## src/rtl/pwm_pkg.sv

```systemverilog
// rtl/pwm_pkg.sv - shared constants, FSM encoding and duty check for the PWM ramp sequencer
package pwm_pkg;

  localparam logic [1:0] ADDR_CTRL     = 2'd0;
  localparam logic [1:0] ADDR_TARGET   = 2'd1;
  localparam logic [1:0] ADDR_INTERVAL = 2'd2;
  localparam logic [1:0] ADDR_STATUS   = 2'd3;

  localparam logic [1:0] PWM_DATA_ADDR = 2'd0;

  localparam logic [6:0] DUTY_STEP = 7'd10;
  localparam logic [6:0] DUTY_MAX  = 7'd100;

  typedef enum logic [1:0] {
    IDLE  = 2'd0,
    WAIT  = 2'd1,
    WRITE = 2'd2
  } seq_state_t;

  // The pwm slave only accepts 0, 10, ... 100.
  function automatic logic duty_valid(input logic [31:0] value);
    logic ok;
    ok = 1'b0;
    for (int i = 0; i <= 32'(DUTY_MAX) / 32'(DUTY_STEP); i++) begin
      if (value == 32'(i) * 32'(DUTY_STEP)) ok = 1'b1;
    end
    return ok;
  endfunction

endpackage

```

## src/rtl/tick_gen.sv

```systemverilog
// rtl/tick_gen.sv - free-running prescaler emitting a one-cycle tick every TICK_DIV clocks
module tick_gen #(
  parameter int TICK_DIV = 50000
) (
  input  logic clk,
  input  logic reset_n,
  output logic tick
);

  localparam int CW = (TICK_DIV > 1) ? $clog2(TICK_DIV) : 1;
  localparam logic [CW-1:0] LAST = CW'(TICK_DIV - 1);

  logic [CW-1:0] cnt;

  always_ff @(posedge clk or negedge reset_n) begin
    if (!reset_n) begin
      cnt <= '0;
    end else if (cnt == LAST) begin
      cnt <= '0;
    end else begin
      cnt <= cnt + CW'(1);
    end
  end

  assign tick = (cnt == LAST);

endmodule

```

## src/rtl/pwm_ramp_sequencer.sv

```systemverilog
// rtl/pwm_ramp_sequencer.sv - walks the PWM duty toward a programmed target one step per interval
module pwm_ramp_sequencer
  import pwm_pkg::*;
#(
  parameter int TICK_DIV = 50000
) (
  input  logic        clk,
  input  logic        reset_n,
  input  logic [1:0]  address,
  input  logic        chipselect,
  input  logic        read,
  input  logic        write,
  input  logic [31:0] writedata,
  output logic [31:0] readdata,
  output logic [1:0]  m_address,
  output logic        m_chipselect,
  output logic        m_write,
  output logic [31:0] m_writedata,
  input  logic        m_waitrequest,
  output logic        busy
);

  logic        enable;
  logic [6:0]  target;
  logic [15:0] interval;
  logic        err;
  logic [6:0]  cur_duty;
  logic        at_target;
  logic [15:0] icnt, icnt_nx;
  logic [31:0] rd_mux;
  logic        tick;
  logic        launch, done;
  logic [6:0]  step_val;
  logic [15:0] eff_interval;
  seq_state_t  state, state_nx;

  tick_gen #(.TICK_DIV(TICK_DIV)) u_tick_gen (
    .clk     (clk),
    .reset_n (reset_n),
    .tick    (tick)
  );

  assign m_address    = PWM_DATA_ADDR;
  assign eff_interval = (interval == 16'd0) ? 16'd1 : interval;
  assign step_val     = (target > cur_duty) ? cur_duty + DUTY_STEP : cur_duty - DUTY_STEP;

  always_comb begin
    rd_mux = '0;
    case (address)
      ADDR_CTRL:     rd_mux = {31'd0, enable};
      ADDR_TARGET:   rd_mux = {25'd0, target};
      ADDR_INTERVAL: rd_mux = {16'd0, interval};
      ADDR_STATUS:   rd_mux = {16'd0, 1'b0, cur_duty, 5'd0, err, at_target, busy};
      default:       rd_mux = '0;
    endcase
  end

  always_ff @(posedge clk or negedge reset_n) begin
    if (!reset_n) begin
      enable    <= 1'b0;
      target    <= '0;
      interval  <= '0;
      err       <= 1'b0;
      readdata  <= '0;
      busy      <= 1'b0;
      at_target <= 1'b0;
    end else begin
      if (chipselect && write) begin
        case (address)
          ADDR_CTRL:     enable <= writedata[0];
          ADDR_TARGET: begin
            if (duty_valid(writedata)) target <= writedata[6:0];
            else                       err    <= 1'b1;
          end
          ADDR_INTERVAL: interval <= writedata[15:0];
          ADDR_STATUS:   err <= 1'b0;
          default: ;
        endcase
      end
      readdata  <= (chipselect && read) ? rd_mux : 32'd0;
      busy      <= enable && (cur_duty != target);
      at_target <= (cur_duty == target);
    end
  end

  // Direction is chosen at launch; an in-flight write always completes.
  always_comb begin
    state_nx = state;
    icnt_nx  = icnt;
    launch   = 1'b0;
    done     = 1'b0;
    case (state)
      IDLE: begin
        if (enable && cur_duty != target) begin
          state_nx = WAIT;
          icnt_nx  = '0;
        end
      end
      WAIT: begin
        if (!enable || cur_duty == target) begin
          state_nx = IDLE;
        end else if (tick) begin
          if (icnt + 16'd1 >= eff_interval) begin
            state_nx = WRITE;
            launch   = 1'b1;
          end else begin
            icnt_nx = icnt + 16'd1;
          end
        end
      end
      WRITE: begin
        if (!m_waitrequest) begin
          state_nx = IDLE;
          done     = 1'b1;
        end
      end
      default: state_nx = IDLE;
    endcase
  end

  always_ff @(posedge clk or negedge reset_n) begin
    if (!reset_n) begin
      state        <= IDLE;
      icnt         <= '0;
      cur_duty     <= '0;
      m_chipselect <= 1'b0;
      m_write      <= 1'b0;
      m_writedata  <= '0;
    end else begin
      state <= state_nx;
      icnt  <= icnt_nx;
      if (launch) begin
        m_chipselect <= 1'b1;
        m_write      <= 1'b1;
        m_writedata  <= {25'd0, step_val};
      end else if (done) begin
        m_chipselect <= 1'b0;
        m_write      <= 1'b0;
        cur_duty     <= m_writedata[6:0];
      end
    end
  end

endmodule

```

## config.mk

```make
export PLATFORM = sky130hd
export DESIGN_NAME = pwm_ramp_sequencer
export DESIGN_NICKNAME = d
export VERILOG_FILES = /design/src/rtl/pwm_pkg.sv /design/src/rtl/tick_gen.sv /design/src/rtl/pwm_ramp_sequencer.sv
export SDC_FILE = /design/constraint.sdc
export NUM_CORES = 1
export LEC_CHECK = 0
export BUFFER_PORTS_ARGS = -buffer_cell sky130_fd_sc_hd__clkbuf_2
export CORE_MARGIN = 2
export CORE_UTILIZATION = 40
export CTS_BUF_LIST = sky130_fd_sc_hd__clkbuf_4
export CTS_CLUSTER_SIZE = 20
export DETAILED_ROUTE_END_ITERATION = 7
export MAX_ROUTING_LAYER = met4
export SKIP_CTS_REPAIR_TIMING = 1
export SYNTH_ARGS = -nofsm -noshare
export SYNTH_HDL_FRONTEND = slang
export SYNTH_SLANG_ARGS = --single-unit
```

## constraint.sdc

```tcl
create_clock -name clk -period 3.1 [get_ports clk]
set_clock_uncertainty 0.05 [all_clocks]
set_input_delay 0.155 -clock clk [delete_from_list [all_inputs] [get_ports clk]]
set_output_delay 0.155 -clock clk [all_outputs]
set_load 0.005 [all_outputs]
```

Word level (Yosys, flattened, before mapping)

Cells that the tools add are included.

Register bits: 108
Input port bits: 40
Output and inout port bits: 69

$add $sub $neg: 4
$lt $le $gt $ge: 2
Eq/ne operators: 26
Muxes and demuxes: 39
Bitwise logic cells: 1
Reduce and logical (&&, ||, !) cells: 19

Operators with widths:

| cell                                             | number |
|---|---|
| == test 32 x 7 -> 1 bit, second input constant   | 4 |
| one-hot mux 32 bit (4 select lines)              | 1 |
| == test 32 x 6 -> 1 bit, second input constant   | 3 |
| two-way mux 16 bit                               | 6 |
| == test 32 x 5 -> 1 bit, second input constant   | 2 |
| adder 16 x 1 -> 16 bit, second input constant    | 2 |
| == test 32 x 4 -> 1 bit, second input constant   | 1 |
| zero test 32 bit                                 | 1 |
| two-way mux 32 bit                               | 1 |
| one-hot mux 16 bit (2 select lines)              | 1 |
| two-way mux 1 bit                                | 22 |
| == test 16 bit, second input constant            | 1 |
| greater-or-equal comparator 16 bit               | 1 |
| zero test 16 bit                                 | 1 |
| inequality test 2 bit, second input constant     | 6 |
| two-way mux 2 bit                                | 5 |
| adder 7 x 4 -> 7 bit, second input constant      | 1 |
| == test 7 bit                                    | 1 |
| greater-than comparator 7 bit                    | 1 |
| two-way mux 7 bit                                | 1 |
| inequality test 7 bit                            | 1 |
| subtractor 7 x 4 -> 7 bit, second input constant | 1 |
| == test 2 bit, second input constant             | 3 |
| inequality test 3 bit, second input constant     | 2 |
| other kinds (13)                                 | 22 |

Depth between registers and ports, before layout

Depth in word-level cells: 16
Depth in mapped cells: 14
Depth with buffers taken out: 14

By module

Synthesis repeated with hierarchy kept, for this count alone.

Cells, all modules: 538
Area total of the unflattened synthesis: 5351.4 µm²

Modules (own cells, without submodules):

| module             | times used | cells each | area an instance (µm²) | seq. area each (µm²) |
|---|---|---|---|---|
| pwm_ramp_sequencer | 1          | 471        | 4589.4                 | 1901.8 |
| tick_gen           | 1          | 67         | 762.0                  | 400.4 |

Least setup slack after synthesis

No wires, ideal clock.

Path kind: register to register
Start: register icnt[2]
End: register icnt[10]
Setup time: 0.121 ns
Data arrival time: 2.955 ns
Data required time: 2.929 ns
Path slack: -0.026 ns
Stages on the path, launching flop included: 15
Buffers on the path: 2
Period minus slack after synthesis: 3.126 ns
Cell sequence: dfrtp_1 -> nand3_1 -> nor3_2 -> and2_1 -> clkbuf_1 -> nand3_1 -> xnor2_1 -> ha_1 -> a21oi_1 -> o21a_1 -> and3_2 -> a211oi_4 -> or3_4 -> buf_6 -> a22o_1

Word-level cells in the longest chain between the ends: 5
Elaborated cells between the ends (all ways): 8

RTL lines:

| element                                                                                    | RTL line                                             | source |
|---|---|---|
| start: declaration                                                                         | pwm_ramp_sequencer.sv:29                             | `logic [15:0] icnt, icnt_nx;` |
| start signal: assignment                                                                   | pwm_ramp_sequencer.sv:131                            | `icnt <= icnt_nx;` |
| adder 16 x 1 -> 16 bit (*)                                                                 | pwm_ramp_sequencer.sv:103, pwm_ramp_sequencer.sv:107 |  |
| parallel branches: the longest is 4 deep, another holds greater-or-equal comparator 16 bit | -                                                    |  |

Every way passes the cells marked *. The select of a mux whose other input is x is not followed.
A chain may end at the register's enable or synchronous reset.

Worst setup path in the final report

Start: register icnt[4]
End: register icnt[0]

Word-level cells in the longest chain between the ends: 4

RTL lines:

| element                            | RTL line                  | source |
|---|---|---|
| adder 16 x 1 -> 16 bit             | pwm_ramp_sequencer.sv:103 | `if (icnt + 16'd1 >= eff_interval) begin` |
| greater-or-equal comparator 16 bit | pwm_ramp_sequencer.sv:103 |  |
| inequality test 2 bit (no line)    | -                         |  |
| AND reduction 5 bit (no line)      | -                         |  |

Every way passes these cells.

==> impl_metrics.csv <==
group,metric,value,unit
final_layout,share_of_layout_cells_above_drive_strength_1,30.3,%
sta,fin_crit_sh,101,%
synth,post_synth_design_cell_area,5420,um^2
die,core-area,13200,um^2
final_layout,layout.filler_cells,1244,
drt,finalWirelength,12800,um
synth,async_flop_share,100,%
critical_path,cpMostUsedCell,"sky130_fd_sc_hd__and3_4",
final_layout,area_growth,20.1,%
sta,max_freq,321,MHz
drt,detail_route.wl_per_cell,15.5,um
place,post_dp_cell_area,5970,um^2
power_and_ir_drop,p_leak,3.28,nW
synth,postSynthRegisterBits,92,
die,placement_rows,42,
sta,post-route-worst-setup-slack,-18.1,ps
clocking,cts.htree.levels,3,
sta,final-setup-viol-count,2,
drt,antenna_left,0,
global_routing,globalRouteTotalUtil,18.0,%
place,detailed_place_hpwl,9460,um
synth,count_of_cell_types_in_the_netlist,69,
synth,yosys.area_share.adder,7.07,%
synth,synth_area_leader_cell,"sky130_fd_sc_hd__dfrtp_1",
synth,post_synth_mux_area_share,9.24,%
critical_path,kind_of_end_point_of_the_critical_path,"flop",
drt,num_vias,4183,
clocking,cts_buffers,9,
critical_path,ff2ff_path_depth,11,
synth,synthSimpleGateAreaFrac,16.5,%
global_routing,grt_max_degree,61,
global_routing,grt-ovfl-total,0,
synth,yosys_warnings,0,
power_and_ir_drop,worst_vdd_ir,0.000148,V
drt,detailed_route_drc_error_count,0,
global_routing,grt_antenna_before_repair,1,
clocking,clock_tree_from_tritoncts,"built",
power_and_ir_drop,pwr_density,409,nW/um^2
clocking,clk-insertion-delay-late,460,ps
critical_path,critPathMaxStageDelay,430,ps
synth,netlist_top_cells_count,"92 x sky130_fd_sc_hd__dfrtp_1, 44 x sky130_fd_sc_hd__buf_4, 38 x sky130_fd_sc_hd__nor2_1",
drt,drt_iter0_drc,302,
sta,tightestPinTransition,784,ps
critical_path,cpMaxStageDelayCell,"sky130_fd_sc_hd__dfrtp_1",
sta,timing.final.hold_violations,0,
critical_path,worstSetupEndpoint,"icnt[0]$_DFFE_PN0P_",
critical_path,critPathMaxFanout,7,
clocking,clk_pin_slew,150,ps
die,start_util,40.9,%
critical_path,ff2ff_setup_slack,-20,ps
status,violations,"setup timing",
drt,vias_per_cell,5.05,
final_layout,design.final.nets,716,
die,floorplan.die.height,120,um
min_path,timing.hold.worst.class,"input pin to flop",
synth,syn_inst,526,
place,place.gp.congestion,0.874,
synth,synth-edff-count,0,
critical_path,cp_cell_sequence,"and3_4, and4_4, nand4_1, xnor2_2, ha_1, and3_4, a221oi_2, o31a_2, a211oi_4, or3_4, mux2_2",
clocking,cts.sink_count,92,
global_routing,grt_pass1_vias,3922,
sta,slew_violations,0,
die,num_io_pins,109,
synth,synth_top_flop_cell,"sky130_fd_sc_hd__dfrtp_1",
critical_path,critical_path.reg2reg.endpoint,"icnt[0]$_DFFE_PN0P_",
synth,synth_xor_area_share,5.01,%
sta,timing.slew.headroom,47.8,%
critical_path,worstSetupStartpoint,"icnt[4]$_DFFE_PN0P_",
final_layout,layout.cell_area.non_filler,6500,um^2
job,cap_violations,0,
critical_path,critical_path_class,"flop to flop",
die,fp.dieW,120,um
sta,setup_total_negative_slack,-32.2,ps
sta,rsz0062_at_grt,"yes",
critical_path,worstPathRequired,3400,ps
synth,ys_top_cells_by_area,"sky130_fd_sc_hd__dfrtp_1 43%, sky130_fd_sc_hd__ha_1 6.7%, sky130_fd_sc_hd__buf_4 6.1%",
status,outcome,"complete, but fails checks",
synth,synth-compound-area-share,9.96,%
drt,drtPass1Iterations,4,
power_and_ir_drop,power,0.00266,W
critical_path,crit_arrival,3420,ps
clocking,clock_path_buffers,2,
synth,synth_seq_area_share,42.5,%
synth,post-synth-top-area-fraction,42.5,%
global_routing,grt_pass1_wl,19800,um
synth,syn_area_per_cell,10.3,um^2
die,design.die.area,14500,um^2
sta,finalWorstPathRequiredPeriod,3120,ps
place,portBuffers,65,
clocking,clk_root_buffer_cell,"sky130_fd_sc_hd__clkbuf_4",
critical_path,worst_reg2reg_path_startpoint,"icnt[4]$_DFFE_PN0P_",
critical_path,critPathLaunchType,"flop",
synth,post-synth-top-count-cell,"sky130_fd_sc_hd__dfrtp_1",
synth,synth_top_family_by_area,"simple AND/OR/NAND/NOR gates",
-- cell type report --
| class | count | area [um^2] | share of cell area, % |
|---|---|---|---|
| antenna | 1 | 2.50 | 0.0385 |
| clock buffer | 9 | 67.6 | 1.04 |
| clock inverter | 7 | 78.8 | 1.21 |
| inverter | 32 | 120 | 1.85 |
| multi-input combinational | 386 | 2890 | 44.4 |
| sequential | 92 | 2300 | 35.4 |
| tap | 176 | 220 | 3.39 |
| timing repair buffer | 125 | 823 | 12.7 |
-- sequential cells by signal (all words and copies together), names as in the netlist, 2 cells and up --
register	count
icnt	16
readdata	16
target	7
u_tick_gen.cnt	16
state	2
cur_duty	7
m_writedata	7
interval	16
-- how the worst min path moves through the flow --
stage,slack (ps),to,depth (start not counted),startpoint
after floorplan,-190,at_target$_DFF_PN0_,0,reset_n
after CTS,-280,u_tick_gen.cnt[9]$_DFF_PN0_,1,reset_n
after global routing,10,err$_DFFE_PN0P_,3,chipselect
after global placement,230,u_tick_gen.cnt[8]$_DFF_PN0_,1,reset_n
final,7,err$_DFFE_PN0P_,3,chipselect
after detailed placement,240,u_tick_gen.cnt[9]$_DFF_PN0_,1,reset_n
-- routing by layer --
metal  wire length (um)  GRT usage [%]
met1               5900           24.7
met2               6090           27.3
met3                603           2.92
met4                221           5.81
met5                  0              -
-- worst max-delay path: cells and delay by family (launching register included) --
family                     cells  cell delay [ps]
and+or+nand+nor                5             1030
muxes                          1              340
DFF                            1              430
adders and majority gates      1              300
AOI/OAI and AO/OA              3              690
xor gates and xnor gates       1              180
-- report_power, final --
group / switching [W] / internal (W)
Combinational: 0.000325 / 0.000269
Clock: 0.000454 / 0.000258
Sequential: 0.0000729 / 0.00128
Total: 0.000851 / 0.00181
-- cells by family after synthesis --
logic type,count (synthesis)
AOI/OAI and AO/OA,75
xor gates and xnor gates,31
adders and majority gates,30
buffers and inverters,91
DFF,92
muxes,42
other,1
and+or+nand+nor,164
-- through the flow --
step / utilization [%] / hold slack [ps] / instances / setup WS [ps]
floorplan: - / -191 / 568 / 25.4
global placement: 45.1 / 230 / 783 / 24.4
detailed placement: 45.1 / 239 / 783 / -81.0
CTS: 46.2 / -281 / 799 / -99.7
global route: 49.1 / 10.6 / 828 / -151
finish: 49.1 / 6.82 / 828 / -18.1
-- layout by cell type, fill, tap and decap left out, types with 12 or more instances in the layout --
cell	synthesis	routed
sky130_fd_sc_hd__nand3_1	21	18
sky130_fd_sc_hd__nor2_1	38	38
sky130_fd_sc_hd__ha_1	29	28
sky130_fd_sc_hd__dlygate4sd3_1	0	15
sky130_fd_sc_hd__clkbuf_2	0	64
sky130_fd_sc_hd__dfrtp_1	92	92
sky130_fd_sc_hd__o21ai_0	13	12
sky130_fd_sc_hd__nand2_1	34	34
sky130_fd_sc_hd__conb_1	1	43
sky130_fd_sc_hd__inv_1	32	31
sky130_fd_sc_hd__mux2_2	25	25
sky130_fd_sc_hd__xnor2_1	22	20
sky130_fd_sc_hd__buf_4	44	44
Power figures use the tool's default switching activity.
